[src/rtl/sv_alu_ga_rtl_pkg.sv]
// Shared types and constants for the GA-driven ALU stimulus generator.
package sv_alu_ga_rtl_pkg;

  localparam int CUM_W = 12;

  localparam int GENE_OP0    = 0;
  localparam int GENE_MV0    = 16;
  localparam int GENE_CL0    = 19;
  localparam int GENE_LEN_LO = 22;
  localparam int GENE_LEN_HI = 23;
  localparam int PREP_LAST   = 21;

  localparam logic [31:0] LFSR_TAPS = 32'h8020_0003;

  typedef enum logic [1:0] {
    MOVI_REG = 2'd0,
    MOVI_MEM = 2'd1,
    MOVI_IMM = 2'd2
  } movi_e;

  typedef enum logic [1:0] {
    CLS_ZERO = 2'd0,
    CLS_ONES = 2'd1,
    CLS_RAND = 2'd2
  } class_e;

  typedef enum logic [2:0] {
    ST_IDLE,
    ST_PREP,
    ST_G0,
    ST_G1,
    ST_G2,
    ST_OUT,
    ST_FIN
  } state_e;

  // Right-shifting Galois step.
  function automatic logic [31:0] lfsr_step(input logic [31:0] v);
    return v[0] ? ((v >> 1) ^ LFSR_TAPS) : (v >> 1);
  endfunction

endpackage

[src/rtl/alu_ga_weighted_pick.sv]
// Weighted pick: scales a 16-bit random value onto the weight total and
// returns the first bucket whose cumulative sum exceeds it.
module alu_ga_weighted_pick
  import sv_alu_ga_rtl_pkg::*;
#(
  parameter int N = 3,
  localparam int IW = (N > 1) ? $clog2(N) : 1
) (
  input  logic [N-1:0][CUM_W-1:0] cum,
  input  logic [CUM_W-1:0]        total,
  input  logic [15:0]             r16,
  output logic [IW-1:0]           idx
);

  logic [CUM_W+15:0] prod;
  logic [CUM_W-1:0]  s;

  assign prod = (CUM_W+16)'(r16) * (CUM_W+16)'(total);
  assign s    = prod[CUM_W+15:16];

  // Scanning downwards leaves the smallest matching index; zero weights
  // repeat the previous sum so they can never be the first match.
  always_comb begin
    idx = '0;
    for (int i = N - 1; i >= 0; i--) begin
      if (s < cum[i]) idx = IW'(i);
    end
  end

endmodule

[src/rtl/alu_ga_stim_gen.sv]
// Chromosome-driven ALU stimulus generator: gene registers, LFSR,
// burst FSM and the valid/ready transaction output.
//
// state | meaning
// IDLE  | waiting for start, genes writable
// PREP  | one gene per cycle into cumulative sums
// G0    | pick opcode and operand select
// G1    | pick operand classes
// G2    | build operands, load output registers
// OUT   | tx_vld high until handshake
// FIN   | done pulse, genes writable, start accepted
module alu_ga_stim_gen
  import sv_alu_ga_rtl_pkg::*;
#(
  parameter int DATA_WIDTH = 8,
  parameter int OP_NUM     = 16
) (
  input  logic                  clk,
  input  logic                  rst_n,
  input  logic                  cfg_vld,
  input  logic [4:0]            cfg_addr,
  input  logic [7:0]            cfg_data,
  input  logic [31:0]           seed,
  input  logic                  start,
  output logic                  tx_vld,
  input  logic                  tx_rdy,
  output logic [3:0]            tx_op,
  output logic [1:0]            tx_movi,
  output logic [DATA_WIDTH-1:0] tx_reg_a,
  output logic [DATA_WIDTH-1:0] tx_mem,
  output logic [DATA_WIDTH-1:0] tx_imm,
  output logic                  busy,
  output logic                  done,
  output logic [15:0]           tx_cnt
);

  state_e state, state_nx;

  logic [7:0]  op_w [OP_NUM];
  logic [7:0]  mv_w [3];
  logic [7:0]  cl_w [3];
  logic [15:0] burst_len;

  logic [OP_NUM-1:0][CUM_W-1:0] cum_op;
  logic [2:0][CUM_W-1:0]        cum_mv;
  logic [2:0][CUM_W-1:0]        cum_cl;
  logic [2:0][CUM_W-1:0]        hi_cum;
  logic [CUM_W-1:0]             prep_sum;

  logic [4:0]  prep_idx;
  logic [31:0] lfsr;
  logic [3:0]  op_sel;
  movi_e       mv_sel;
  class_e      cls_a;
  class_e      cls_b;

  logic [3:0]  op_pick;
  logic [1:0]  lo_pick;
  logic [1:0]  hi_pick;
  logic        gene_wr_ok;
  logic [DATA_WIDTH-1:0] opnd_a;
  logic [DATA_WIDTH-1:0] opnd_b;

  function automatic logic [CUM_W-1:0] ext8(input logic [7:0] v);
    return CUM_W'(v);
  endfunction

  function automatic logic [DATA_WIDTH-1:0] operand(input class_e c,
                                                    input logic [DATA_WIDTH-1:0] rnd);
    case (c)
      CLS_ZERO: return '0;
      CLS_ONES: return '1;
      default:  return rnd;
    endcase
  endfunction

  assign gene_wr_ok = (state == ST_IDLE) || (state == ST_FIN);

  // The high-half picker serves operand select in G0 and class B in G1.
  assign hi_cum = (state == ST_G1) ? cum_cl : cum_mv;

  alu_ga_weighted_pick #(.N(OP_NUM)) u_pick_op (
    .cum   (cum_op),
    .total (cum_op[OP_NUM-1]),
    .r16   (lfsr[15:0]),
    .idx   (op_pick)
  );

  alu_ga_weighted_pick #(.N(3)) u_pick_lo (
    .cum   (cum_cl),
    .total (cum_cl[2]),
    .r16   (lfsr[15:0]),
    .idx   (lo_pick)
  );

  alu_ga_weighted_pick #(.N(3)) u_pick_hi (
    .cum   (hi_cum),
    .total (hi_cum[2]),
    .r16   (lfsr[31:16]),
    .idx   (hi_pick)
  );

  assign opnd_a = operand(cls_a, lfsr[DATA_WIDTH-1:0]);
  assign opnd_b = operand(cls_b, lfsr[31:32-DATA_WIDTH]);

  always_comb begin
    prep_sum = '0;
    case (prep_idx)
      5'd16:   prep_sum = ext8(mv_w[0]);
      5'd17:   prep_sum = cum_mv[0] + ext8(mv_w[1]);
      5'd18:   prep_sum = cum_mv[1] + ext8(mv_w[2]);
      5'd19:   prep_sum = ext8(cl_w[0]);
      5'd20:   prep_sum = cum_cl[0] + ext8(cl_w[1]);
      5'd21:   prep_sum = cum_cl[1] + ext8(cl_w[2]);
      default: prep_sum = ext8(op_w[prep_idx[3:0]]) +
                          ((prep_idx[3:0] == 4'd0) ? '0 : cum_op[prep_idx[3:0] - 4'd1]);
    endcase
  end

  always_ff @(posedge clk or negedge rst_n) begin
    if (!rst_n) begin
      for (int i = 0; i < OP_NUM; i++) op_w[i] <= '0;
      for (int i = 0; i < 3; i++) begin
        mv_w[i] <= '0;
        cl_w[i] <= '0;
      end
      burst_len <= '0;
    end else if (cfg_vld && gene_wr_ok) begin
      case (cfg_addr)
        5'd16: mv_w[0] <= cfg_data;
        5'd17: mv_w[1] <= cfg_data;
        5'd18: mv_w[2] <= cfg_data;
        5'd19: cl_w[0] <= cfg_data;
        5'd20: cl_w[1] <= cfg_data;
        5'd21: cl_w[2] <= cfg_data;
        5'd22: burst_len[7:0]  <= cfg_data;
        5'd23: burst_len[15:8] <= cfg_data;
        default: if (!cfg_addr[4]) op_w[cfg_addr[3:0]] <= cfg_data;
      endcase
    end
  end

  always_ff @(posedge clk or negedge rst_n) begin
    if (!rst_n) state <= ST_IDLE;
    else        state <= state_nx;
  end

  always_comb begin
    state_nx = state;
    tx_vld   = 1'b0;
    busy     = 1'b0;
    done     = 1'b0;
    case (state)
      ST_IDLE: if (start) state_nx = ST_PREP;
      ST_PREP: begin
        busy = 1'b1;
        if (prep_idx == 5'(PREP_LAST))
          state_nx = (burst_len == 16'd0) ? ST_FIN : ST_G0;
      end
      ST_G0: begin
        busy     = 1'b1;
        state_nx = ST_G1;
      end
      ST_G1: begin
        busy     = 1'b1;
        state_nx = ST_G2;
      end
      ST_G2: begin
        busy     = 1'b1;
        state_nx = ST_OUT;
      end
      ST_OUT: begin
        busy   = 1'b1;
        tx_vld = 1'b1;
        if (tx_rdy)
          state_nx = ((tx_cnt + 16'd1) == burst_len) ? ST_FIN : ST_G0;
      end
      ST_FIN: begin
        done     = 1'b1;
        state_nx = start ? ST_PREP : ST_IDLE;
      end
      default: state_nx = ST_IDLE;
    endcase
  end

  always_ff @(posedge clk or negedge rst_n) begin
    if (!rst_n) begin
      lfsr     <= 32'd1;
      prep_idx <= '0;
      cum_op   <= '0;
      cum_mv   <= '0;
      cum_cl   <= '0;
      op_sel   <= '0;
      mv_sel   <= MOVI_REG;
      cls_a    <= CLS_ZERO;
      cls_b    <= CLS_ZERO;
      tx_op    <= '0;
      tx_movi  <= '0;
      tx_reg_a <= '0;
      tx_mem   <= '0;
      tx_imm   <= '0;
      tx_cnt   <= '0;
    end else begin
      case (state)
        ST_IDLE, ST_FIN: begin
          if (start) begin
            lfsr     <= (seed == 32'd0) ? 32'd1 : seed;
            tx_cnt   <= '0;
            prep_idx <= '0;
          end
        end
        ST_PREP: begin
          case (prep_idx)
            5'd16:   cum_mv[0] <= prep_sum;
            5'd17:   cum_mv[1] <= prep_sum;
            5'd18:   cum_mv[2] <= prep_sum;
            5'd19:   cum_cl[0] <= prep_sum;
            5'd20:   cum_cl[1] <= prep_sum;
            5'd21:   cum_cl[2] <= prep_sum;
            default: if (!prep_idx[4]) cum_op[prep_idx[3:0]] <= prep_sum;
          endcase
          prep_idx <= prep_idx + 5'd1;
        end
        ST_G0: begin
          op_sel <= op_pick;
          mv_sel <= movi_e'(hi_pick);
          lfsr   <= lfsr_step(lfsr);
        end
        ST_G1: begin
          cls_a <= class_e'(lo_pick);
          cls_b <= class_e'(hi_pick);
          lfsr  <= lfsr_step(lfsr);
        end
        ST_G2: begin
          tx_op    <= op_sel;
          tx_movi  <= mv_sel;
          tx_reg_a <= opnd_a;
          tx_mem   <= (mv_sel == MOVI_MEM) ? opnd_b : '0;
          tx_imm   <= (mv_sel == MOVI_IMM) ? opnd_b : '0;
          lfsr     <= lfsr_step(lfsr);
        end
        ST_OUT: if (tx_rdy) tx_cnt <= tx_cnt + 16'd1;
        default: ;
      endcase
    end
  end

endmodule
[config.mk]
export PLATFORM = sky130hd
export DESIGN_NAME = alu_ga_stim_gen
export DESIGN_NICKNAME = d
export VERILOG_FILES = /design/src/rtl/sv_alu_ga_rtl_pkg.sv /design/src/rtl/alu_ga_weighted_pick.sv /design/src/rtl/alu_ga_stim_gen.sv
export SDC_FILE = /design/constraint.sdc
export NUM_CORES = 2
export LEC_CHECK = 0
export ABC_AREA = 0
export CORE_MARGIN = 4
export CORE_UTILIZATION = 45
export DETAILED_ROUTE_END_ITERATION = 6
export DONT_BUFFER_PORTS = 1
export GPL_ROUTABILITY_DRIVEN = 1
export HOLD_SLACK_MARGIN = 0.05
export PLACE_DENSITY = 0.71
export SLEW_MARGIN = 25
export SYNTH_ARGS = -nofsm -noshare
export SYNTH_HDL_FRONTEND = slang
export SYNTH_HIERARCHICAL = 1
export SYNTH_SLANG_ARGS = --single-unit
[constraint.sdc]
create_clock -name clk -period 25 [get_ports clk]
set_input_delay 5 -clock clk [delete_from_list [all_inputs] [get_ports clk]]
set_output_delay 5 -clock clk [all_outputs]
set_load 0.03 [all_outputs]
==> impl_results.md <==
- Status: complete, but fails checks
- Failing checks: slew limit
- Main synth FF type: dfrtp_1
- Worst Reg2Reg Path Length in Cells: 31
- Critical path's largest stage delay: 0.56 ns
- CP max-delay cell: mux2_2
- Maximum vdd drop: 0.108 mV
- Overall Global Routing Usage: between 20% and 30%
- Maxcap violations: 0
- Hold_ws: 0.494 ns
- Clock Path Buffers: 3
- Vias per cell: ~5.7
- Die W: approximately 340 um
- DR pass1 iterations: 6
- Reg-to-reg slack, setup: 16.12 ns
- Relative slew slack: -77.5%
- Boundary pin count: 99
- Share of cells above drive strength 1: 11.6%
- Post-cts resize count: 0
- Critical Path Source Type: flip-flop
- Total design power: 7.51 mW
- Leak: 26.6 nW
- Crit Path Class: flip-flop to flip-flop
- NumNets Final: between 6000 and 7000
- Clock latency on the worst-skew pair: roughly 0.65 ns
- Pins Over Slew Limit: 387
- Finished Layout Cells: 6745
- Routed Antenna Nets: 0
- Hold buffers post-CTS: 0
- Detail Placement HPWL: 101 mm
- Crit path time final: 8.88 ns
- Clock transition at the registers of the reported paths: about 0.06 ns
- Arrival @ worst endpoint: 9.42 ns
- Vias in the first global route: 39200
- CTS H-tree depth: 3
- Pwr dens: ~140 nW/um^2
- Final Hold Violating Endpoints: 0
- Worst setup EP type: flip-flop
- Via count: 38500
- Fin Setup TNS: 0 ns
- Worst Setup EP: mv_sel[1]
- Rows: 122
- GRT overflow: 0
- Most frequent cells in the layout: 854 x inv_1, 714 x nand2_1, 549 x dfrtp_1
- WP data required: 25.54 ns
- Unrepaired setup endpoints after global routing: no
- Syn. warnings: 6
- Seq cells post-synth: 552
- Final instance area: around 55000 um^2
- Critical path launch point: state[1]
- Reg2reg start: state[1]
- Syn nets: 6266
- Max Fanout on Critical Path: 43
- Die ar.: approximately 120000 um^2
- WP depth: 31
- GPL Wtd Cong: about 0.94
- DR iter-0 viols: about 3300
- Tcrit/Tclk final: 35.5%
- Initial antenna violation count: 1
- # setup viols final: 0
- Synth-to-layout area growth: 7.69%
- Fmax: 0.113 GHz
- Root Buffer: clkbuf_16
- CP Buf/Inv Count: 3
- WL final: 141 mm
- Core footprint: roughly 110000 um^2
- Placed Instances: 6624
- Num CTS Buffers: 66
- Initial Utilization: 45.6%
- Number of synthesized flops with an enable pin: 0
- Syn Area/Cell: 9.55 um^2
- Die height: ~340 um
- Layout Skew: about 0.037 ns
- ANT cells: 0
- Ys async rst share: 100%
- Crit path max-delay family: adder cells
- Drt wl/cell: 20.9 um
- DRC violation count after routing: 0
- Min-Delay Path Class: flip-flop to flip-flop
- Clock Sink Count: 552
- Largest net degree at the start of global routing: 553
- Placed inst area: about 52000 um^2
- Worst-margin pin slew: 2.66 ns
- Syn Std Cell Area: just over 50000 um^2
- Commonest non-fill, non-tap cell in the layout: inv_1
- Crit-path most repeated cell: fa_1
- RR Endpoint: mv_sel[1]
- Distinct cells, synth: 106
- CTS tree: built
- Sequential area share after synthesis: 27.2%
- Post-Synthesis Cells: 5320
- Number of port buffers: 0
- First-pass GRT wire length: between 200 and 250 mm
- Setup bufs post-CTS: 0
==> where the power goes <==
| group | switching (mW) | total, mW | internal, mW |
|---|---|---|---|
| logic | 2.96 | 4.85 | 1.89 |
| clock network | 0.435 | 1.08 | 0.648 |
| registers | 0.411 | 1.57 | 1.16 |
| total | 3.80 | 7.51 | 3.70 |
==> routing by layer <==
metal	vias to the layer above	share of wire, %	global-route usage, %	routed length, um
li1	17400	-	-	-
met1	19400	43	32.9	60000
met2	1414	45	37.4	63900
met3	308	7.7	4.73	10900
met4	0	4.3	9.31	5990
met5	-	0	0	0
==> worst min path at each step <==
stage / startpoint / to / slack, ns / depth (start not counted)
floorplan: op_sel[0] / tx_op[0] / 0.43 / 2
global placement: op_w[124] / op_w[124] / 0.48 / 1
detailed placement: op_w[124] / op_w[124] / 0.48 / 1
CTS: op_w[124] / op_w[124] / 0.50 / 1
global route: op_w[45] / op_w[45] / 0.50 / 1
finish: op_w[124] / op_w[124] / 0.49 / 1
==> cell families (layout without fill, tap and decap cells) <==
logic type,after synthesis,count (layout),synth area share [%]
AND/OR/NAND/NOR,1468,1468,13.6
XOR/XNOR,94,94,1.65
AO/OA/AOI/OAI,833,833,10.6
adder cells (fa/ha/maj),896,896,28.3
flip-flops,552,552,27.2
buffers and inverters,1105,1042,8.34
multiplexers,372,372,10.3
==> flip-flops by register name, summed over array words and instances (netlist names), 16 cells and up <==
register / flops
cum_op: 192
op_w: 128
cum_cl: 36
cum_mv: 36
lfsr: 32
cl_w: 24
mv_w: 24
burst_len: 16
tx_cnt: 16
==> cell usage after synthesis (8+ instances only) <==
master     instances  area, um^2
inv_1            854        3210
ha_1             474        5930
mux2i_1           23         230
and2_1           192        1200
o221ai_1           8        70.1
nand3_1           44         220
buf_2             21         105
nor2_1           224         841
or2_2             12        75.1
o211ai_1          18         135
nor2b_1           41         257
a222oi_1          24         240
o2111ai_1         13         114
mux4_2            85        1910
nand2b_1          31         194
xor2_1            41         359
a2111oi_0          8        70.1
fa_1             422        8450
nand4_1           59         369
or3_1              9        56.3
a211oi_1          29         218
o31ai_1           15         113
a21o_1            64         480
a31oi_1           20         125
xnor2_1           51         447
a221oi_1           9        78.8
o21a_1            29         218
a211o_1           10        87.6
nor4b_1            8        70.1
a21oi_1          199         996
nor4_1            22         138
clkbuf_1         215         807
o21ai_1           17        85.1
nand2_1          715        2680
a21oi_4           10         163
and3_1            10        62.6
o21ai_0          279        1400
dfrtp_1          551       13800
mux2_2           257        2890
o21bai_1           9        67.6
nor3_1            42         210
==> final cells by class <==
| class | count | area, um^2 |
|---|---|---|
| Inverter | 855 | 3210 |
| Timing Repair Buffer | 67 | 500 |
| Clock buffer | 84 | 1840 |
| Fill cell | 10100 | 56600 |
| Multi-Input combinational cell | 3663 | 32800 |
| Tap cell | 1488 | 1860 |
| Sequential cell | 552 | 13800 |
| Clock inverter | 36 | 612 |
==> stage by stage <==
| stage | worst slack, ns | utilization (%) |
|---|---|---|
| 2_1_floorplan | 16.87 | - |
| 3_3_place_gp | 16.36 | 46.9 |
| 3_5_place_dp | 16.24 | 46.9 |
| 4_1_cts | 16.19 | 49.1 |
| 5_1_grt | 15.55 | 49.1 |
| 6_report | 16.12 | 49.1 |
==> worst register-to-register path: cells and delay by family (launching register included) <==
kind | cells | cell delay (ns)
buffers and inverters | 3 | 0.58
flip-flops | 1 | 0.50
adder cells (fa/ha/maj) | 7 | 3.31
AND/OR/NAND/NOR | 7 | 1.15
AO/OA/AOI/OAI | 12 | 2.39
multiplexers | 2 | 0.85
No activity file was read; power rests on OpenSTA's default activity.
